--- src/rtl/spart_rx.sv ---
// rtl/spart_rx.sv - SPART receiver: 16x oversampled 8N1 deframer with rda/framing/overrun flags
// Optional even-parity bit and sticky parity_err when RX_PARITY_EN is defined.
module spart_rx #(
  parameter int DATA_BITS   = 8,
  parameter int OVERSAMPLE  = 16,
  parameter int SYNC_STAGES = 2
) (
  input  logic                 clk,
  input  logic                 rst,
  input  logic                 rx_enable,
  input  logic                 rxd,
  input  logic                 read,
  output logic [DATA_BITS-1:0] rx_out,
  output logic                 rda,
  output logic                 framing_err,
  output logic                 overrun,
  output logic                 parity_err
);

  localparam int TW = $clog2(OVERSAMPLE);
  localparam int BW = (DATA_BITS > 1) ? $clog2(DATA_BITS) : 1;
  localparam logic [TW-1:0] HALF_M1  = TW'(OVERSAMPLE / 2 - 1);
  localparam logic [TW-1:0] FULL_M1  = TW'(OVERSAMPLE - 1);
  localparam logic [BW-1:0] LAST_BIT = BW'(DATA_BITS - 1);

  typedef enum logic [2:0] {IDLE, START, DATA, PARITY, STOP} state_t;

  state_t                 state_q, state_d;
  logic [TW-1:0]          tick_q, tick_d;
  logic [BW-1:0]          bit_q, bit_d;
  logic [DATA_BITS-1:0]   shift_q, shift_d;
  logic [SYNC_STAGES-1:0] sync_q;
  logic                   rxd_s;
  logic [DATA_BITS-1:0]   rx_out_q;
  logic                   rda_q, framing_q, overrun_q;
  logic                   stop_tick, done_good, done_bad;

  // Synchroniser resets to idle-high so reset release never looks like a start bit
  always_ff @(posedge clk) begin
    if (rst) sync_q <= '1;
    else     sync_q <= {sync_q[SYNC_STAGES-2:0], rxd};
  end
  assign rxd_s = sync_q[SYNC_STAGES-1];

  always_ff @(posedge clk) begin
    if (rst) begin
      state_q <= IDLE;
      tick_q  <= '0;
      bit_q   <= '0;
      shift_q <= '0;
    end else begin
      state_q <= state_d;
      tick_q  <= tick_d;
      bit_q   <= bit_d;
      shift_q <= shift_d;
    end
  end

`ifdef RX_PARITY_EN
  logic par_bad_q, par_bad_d, parity_q;
`endif

  always_comb begin
    state_d = state_q;
    tick_d  = tick_q;
    bit_d   = bit_q;
    shift_d = shift_q;
`ifdef RX_PARITY_EN
    par_bad_d = par_bad_q;
`endif
    if (rx_enable) begin
      case (state_q)
        IDLE: begin
          if (!rxd_s) begin
            state_d = START;
            tick_d  = '0;
          end
        end
        START: begin
          if (tick_q == HALF_M1) begin
            tick_d = '0;
            bit_d  = '0;
            state_d = rxd_s ? IDLE : DATA;
          end else begin
            tick_d = tick_q + TW'(1);
          end
        end
        DATA: begin
          if (tick_q == FULL_M1) begin
            tick_d  = '0;
            shift_d = {rxd_s, shift_q[DATA_BITS-1:1]};
            bit_d   = bit_q + BW'(1);
            if (bit_q == LAST_BIT) begin
`ifdef RX_PARITY_EN
              state_d = PARITY;
`else
              state_d = STOP;
`endif
            end
          end else begin
            tick_d = tick_q + TW'(1);
          end
        end
`ifdef RX_PARITY_EN
        PARITY: begin
          if (tick_q == FULL_M1) begin
            tick_d    = '0;
            par_bad_d = rxd_s ^ (^shift_q);
            state_d   = STOP;
          end else begin
            tick_d = tick_q + TW'(1);
          end
        end
`endif
        STOP: begin
          if (tick_q == FULL_M1) begin
            tick_d  = '0;
            state_d = IDLE;
          end else begin
            tick_d = tick_q + TW'(1);
          end
        end
        default: state_d = IDLE;
      endcase
    end
  end

  always_comb begin
    stop_tick = rx_enable && (state_q == STOP) && (tick_q == FULL_M1);
    done_good = stop_tick && rxd_s;
    done_bad  = stop_tick && !rxd_s;
  end

  // A completion in the same cycle as read wins: the byte stays available and is not an overrun
  always_ff @(posedge clk) begin
    if (rst) begin
      rx_out_q  <= '0;
      rda_q     <= 1'b0;
      framing_q <= 1'b0;
      overrun_q <= 1'b0;
    end else begin
      if (done_good) begin
        rx_out_q <= shift_q;
        rda_q    <= 1'b1;
      end else if (read) begin
        rda_q <= 1'b0;
      end
      if (done_good && rda_q && !read) overrun_q <= 1'b1;
      else if (read)                   overrun_q <= 1'b0;
      if (done_bad)  framing_q <= 1'b1;
      else if (read) framing_q <= 1'b0;
    end
  end

`ifdef RX_PARITY_EN
  always_ff @(posedge clk) begin
    if (rst) begin
      par_bad_q <= 1'b0;
      parity_q  <= 1'b0;
    end else begin
      par_bad_q <= par_bad_d;
      if (done_good && par_bad_q) parity_q <= 1'b1;
      else if (read)              parity_q <= 1'b0;
    end
  end
  assign parity_err = parity_q;
`else
  assign parity_err = 1'b0;
`endif

  assign rx_out      = rx_out_q;
  assign rda         = rda_q;
  assign framing_err = framing_q;
  assign overrun     = overrun_q;

endmodule

--- config.mk ---
export PLATFORM = sky130hd
export DESIGN_NAME = spart_rx
export DESIGN_NICKNAME = d
export VERILOG_FILES = /design/src/rtl/spart_rx.sv
export SDC_FILE = /design/constraint.sdc
export NUM_CORES = 1
export LEC_CHECK = 0
export BUFFER_PORTS_ARGS = -buffer_cell sky130_fd_sc_hd__buf_4
export CORE_UTILIZATION = 50
export CTS_CLUSTER_SIZE = 12
export DETAILED_ROUTE_END_ITERATION = 10
export GPL_TIMING_DRIVEN = 0
export PLACE_DENSITY = 0.7
export REMOVE_ABC_BUFFERS = 1
export SLEW_MARGIN = 20
export SYNTH_ARGS = -nofsm -noshare
export SYNTH_HDL_FRONTEND = slang
export SYNTH_SLANG_ARGS = --single-unit
--- constraint.sdc ---
create_clock -name clk -period 1.7 [get_ports clk]
set_clock_uncertainty 0.15 [all_clocks]
set_input_delay 0.17 -clock clk [delete_from_list [all_inputs] [get_ports clk]]
set_output_delay 0.17 -clock clk [all_outputs]
set_load 0.01 [all_outputs]
=== Word-level counts from Yosys, hierarchy flattened ===
Index checks and enable logic that the tools add are counted.
Widths: inputs -> output; s select.

* Input bits: 5
* Output and inout port bits: 12
* Register bits after elaboration: 31

* Reduce and logical (&&, ||, !) cells: 19
* Add/sub/neg operators: 2
* Multiplexer cells: 18
* Eq/ne operators: 11

{| class="wikitable"
|+ Operator list
! kind !! count
|-
| $mux 3 || 7
|-
| $mux 4 || 3
|-
| $pmux 3 s4 || 1
|-
| $pmux 4 s3 || 1
|-
| $ne 2x2->1 const B || 5
|-
| $reduce_bool 2->1 || 4
|-
| $eq 3x3->1 const B || 2
|-
| $logic_and 1x1->1 || 6
|-
| $pmux 3 s2 || 1
|-
| $reduce_and 3->1 || 2
|-
| $reduce_and 6->1 || 1
|-
| $add 4x1->4 const B || 1
|-
| $eq 4x3->1 const B || 1
|-
| $eq 4x4->1 const B || 1
|-
| $mux 1 || 4
|-
| $reduce_and 4->1 || 1
|-
| $add 3x1->3 const B || 1
|-
| $eq 3x1->1 const B || 1
|-
| $eq 3x2->1 const B || 1
|-
| $logic_not 3->1 || 1
|-
| $reduce_bool 3->1 || 1
|-
| $logic_not 1->1 || 2
|-
| $mux 2 || 1
|-
| $reduce_or 2->1 || 1
|}

=== Depth between registers and ports, before layout ===
* Depth in word-level cells: 7
* Depth in mapped cells: 6
* Gate-level depth less buffers: 5

=== Worst setup path before layout ===
Ideal clock, no wire load.

* Kind: flip-flop to flip-flop
* From: reg tick_q[0]
* To: reg state_q[0]
* Arrival time: 1432 ps
* Path slack: 46 ps
* Clock period less this slack: 1654 ps
* Data required time: 1478 ps
* Library setup time: 72 ps
* Cell stages (with the launch flop): 6
* Path through: dfxtp_1 ha_1 and3_1 o32ai_2 a221oi_2 mux2i_1

* Word-level cells in the longest chain between the ends: 3
* Elaborated cells on any way between the ends: 6
* Those cells by class: eq/ne (5); reduce/logical (1)

{| class="wikitable"
|+ Ends and longest elaborated chain
! what !! RTL line !! RTL
|-
| start, declared || 29 || <nowiki>logic [TW-1:0] tick_q, tick_d;</nowiki>
|-
| start signal, assigned || 53 || <nowiki>tick_q <= tick_d;</nowiki>
|-
| $eq 4x4->1 or $eq 4x3->1 (tied branches) || 89, 116, 80 ||
|-
| $ne 2x2->1 (no source line) || - ||
|-
| $reduce_and 6->1 (no source line) * || - ||
|-
| end signal, assigned || 52 || <nowiki>state_q <= state_d;</nowiki>
|-
| end, declared || 28 || <nowiki>state_t state_q, state_d;</nowiki>
|}

Every way passes the cells marked *; elsewhere a longest branch is shown, timed or not.
A chain may end at the register's enable or synchronous reset.

=== Final worst setup path ===
* From: reg tick_q[1]
* To: reg state_q[2]

Same word-level chain as after synthesis.

==> key figures <==
Clock network
  – Clk Tree Root Cell: clkbuf_4
  – CTS tree: built
  – Clock Pin Slew Worst Setup and Hold Paths: around 0.10 ns
  – Clock latency at the later pin of the worst-skew pair: between 0.3 and 0.4 ns
  – H-tree depth: 2
  – Clock Path Buffers: 2
  – Number of CTS-inserted buffers: 5
  – Clock sink count: 31

Cells and area
  – Final std cells w/o fill: between 150 and 200
  – Multi-input logic area: between 700 and 800 um^2
  – Synth-to-layout area growth: 25.5%
  – Layout Nets: roughly 170
  – Post-route design area: approximately 1700 um^2
  – Number of fill cells: 211
  – Fin util: between 60% and 70%
  – Ant diodes: 0
  – Register area: 642 um^2
  – Ratio of cells with drive above 1 in the final layout: between 20 and 30%

Global routing
  – Met2 GRT Util: roughly 34%
  – Pin count of the biggest net entering global routing: 35
  – GR Util met1: around a quarter
  – Total track usage: about a fifth
  – Initial antenna violation count: 0
  – Number of global-route vias before repair: about 980
  – M3 GR Usage: approximately 7.5%
  – Remaining Overflow, GRT: 0
  – First-pass GRT wire length: roughly 4.3 mm
  – GR peak layer: met2

Placed design
  – DP Area: roughly 1500 um^2
  – HPWL Detailed: 1.73 mm
  – GPL Wtd Cong: 0.760
  – Port Buf Inserts: 15
  – Post-place setup slack: -0.353 ns
  – Inst Count DP: 180

Timing
  – Final hold vios: 0
  – Final min period: approximately 1.7 ns
  – Final Setup Violations: 2
  – Final hold slack: roughly 0.058 ns
  – RSZ-0062 raised after global routing: yes
  – Final setup TNS: -0.0136 ns
  – Crit share post-route: 100%
  – Final WS setup: -0.00750 ns
  – Achievable frequency: approximately 600 MHz
  – Final count of pins violating max slew: 0

Floorplan
  – IO Count: 17
  – Cell Rows: 18
  – CORE AREA: 2540 um^2
  – Initial core utilization: 54.5%
  – Total die area: between 2000 and 3000 um^2
  – Chip width: about 55 um
  – Die height: 54.7 um

Worst setup path
  – Critical Path RT: 1.81 ns
  – WS Path Type: reg2reg
  – Critical-path cell list: ha_4 > and3b_2 > o32ai_4 > a221oi_4 > mux2i_1
  – CP top delay family: compound AO/OA/AOI/OAI gates
  – Arrival time worst endpoint: about 1.8 ns
  – Slowest cell on the critical path: a221oi_4
  – Critical Path Start Type: flop
  – WP buf/inv: 0
  – Setup crit end kind: flop
  – Critical path peak fanout: 6
  – Largest stage delay, worst path: between 0.4 and 0.5 ns

Outcome
  – Status: finished, violations left
  – Failing checks: setup timing

Synth
  – Seq/Total Area, Yosys: between 40% and 50%
  – Synth Register Bits: 31
  – Synth cell types: 33
  – Mapped cell area: ~1400 um^2
  – Leading area contributor after synthesis: dfxtp_1
  – Cells after Synth: 144
  – Share of the synthesized area in the top cell type: 44.8%
  – Synth top area cells: dfxtp_1 (45%), mux2i_1 (14%), nor2_1 (6.2%), nand2b_1 (5.0%), ha_1 (2.7%)
  – Ys flop type: dfxtp_1
  – Post-synth EDFFs: 0
  – Asr flop ratio synth: 0%
  – Yosys warnings: 0
  – Avg Inst Size Synth: about 9.6 um^2

Drt
  – WL/cell: 13.6 um
  – Post-route ant nets: 0
  – DR vias/cell: 5.58
  – Post-Route WL: about 2.7 mm
  – Pre-antenna DRT Iters: 4
  – Drt drc: 0
  – Iter 0 DRT Violations: 20
  – Vias: approximately 1100

Power
  – VDD IR max: between 900 and 1000 uV
  – Power Dens Cells: 811 nW/um^2
  – Leakage: ~0.70 nW
  – Total design power: about 1.4 mW

Job
  – Max-cap violations: 0

Min path
  – Hold Path Class: in2reg
where the power goes:
part | internal (mW) | switching [mW]
Combinational | 0.0378 | 0.0406
Clock | 0.348 | 0.254
Sequential | 0.724 | 0.00777
Total | 1.11 | 0.302
layout by cell type, fill, tap and decap left out, types with 2 or more instances in the layout:
cell,instances
a21oi_1,5
a21oi_2,2
a31oi_1,3
and3_4,2
buf_4,21
clkbuf_4,5
dfxtp_1,24
dfxtp_2,2
dfxtp_4,5
dlygate4sd3_1,3
ha_1,2
mux2i_1,19
nand2_1,5
nand2b_1,11
nand3_1,2
nand3b_1,3
nand4_1,6
nand4bb_1,2
nor2_1,22
or2_2,2
worst paths after layout:
kind | from | slack (ns) | to | cells past startpoint
worst max register to register | tick_q[1] | -0.007 | state_q[2] | 5
worst max-delay path | tick_q[1] | -0.007 | state_q[2] | 5
worst min register to register | sync_q[0] | 0.26 | sync_q[1] | 1
worst min-delay path | rst | 0.06 | shift_q[3] | 2
final cells by class:
class | instances | area share (%)
clock buffer | 6 | 2.95
inverter | 1 | 0.216
sequential | 31 | 36.9
tap | 30 | 2.16
multi-input combinational | 103 | 45.0
clock inverter | 2 | 2.01
timing repair buffer | 24 | 10.8
layer usage:
metal,wire length (um),vias to the layer above,part of all wire (%)
met4,25,0,0.93
met3,90,4,3.4
met5,0,-,0
met1,1260,522,47
met2,1310,24,49
li1,-,549,-
kinds of logic after synthesis:
group,share of synthesized area (%)
and+or+nand+nor,25.0
DFF,44.8
muxes,13.7
AOI/OAI and AO/OA,8.84
buffers and inverters,4.06
adders and majority gates,2.71
other,0.270
xor gates and xnor gates,0.632
cells in the mapped netlist (2+ instances only):
library cell and count:
nand3_1 2, or2_2 2, and3_1 3, nand4_1 6, a21oi_1 7, nand2_1 5, nor2_1 23, nand3b_1 3
buf_4 2, a31oi_1 3, nand2b_1 11, mux2i_1 19, clkbuf_1 3, nand4bb_1 2, ha_1 3, buf_2 3
dfxtp_1 31
sequential cells by signal, summed over array words and instances (netlist names):
register and count:
shift_q 8, rda 1, framing_err 1, rx_out 8
overrun 1, sync_q 2, state_q 3, bit_q 3
tick_q 4
timing repair:
item | 4_1_cts | 5_1_grt
resized for setup | 15 | 11
gates cloned | 0 | 0
buffers inserted | 2 | 4
pin swaps | 2 | 6
hold buffers | 3 | 0
setup endpoints to repair | 26 | 11
hold endpoints to repair | 5 | 0
(Power assumes the default switching activity.)
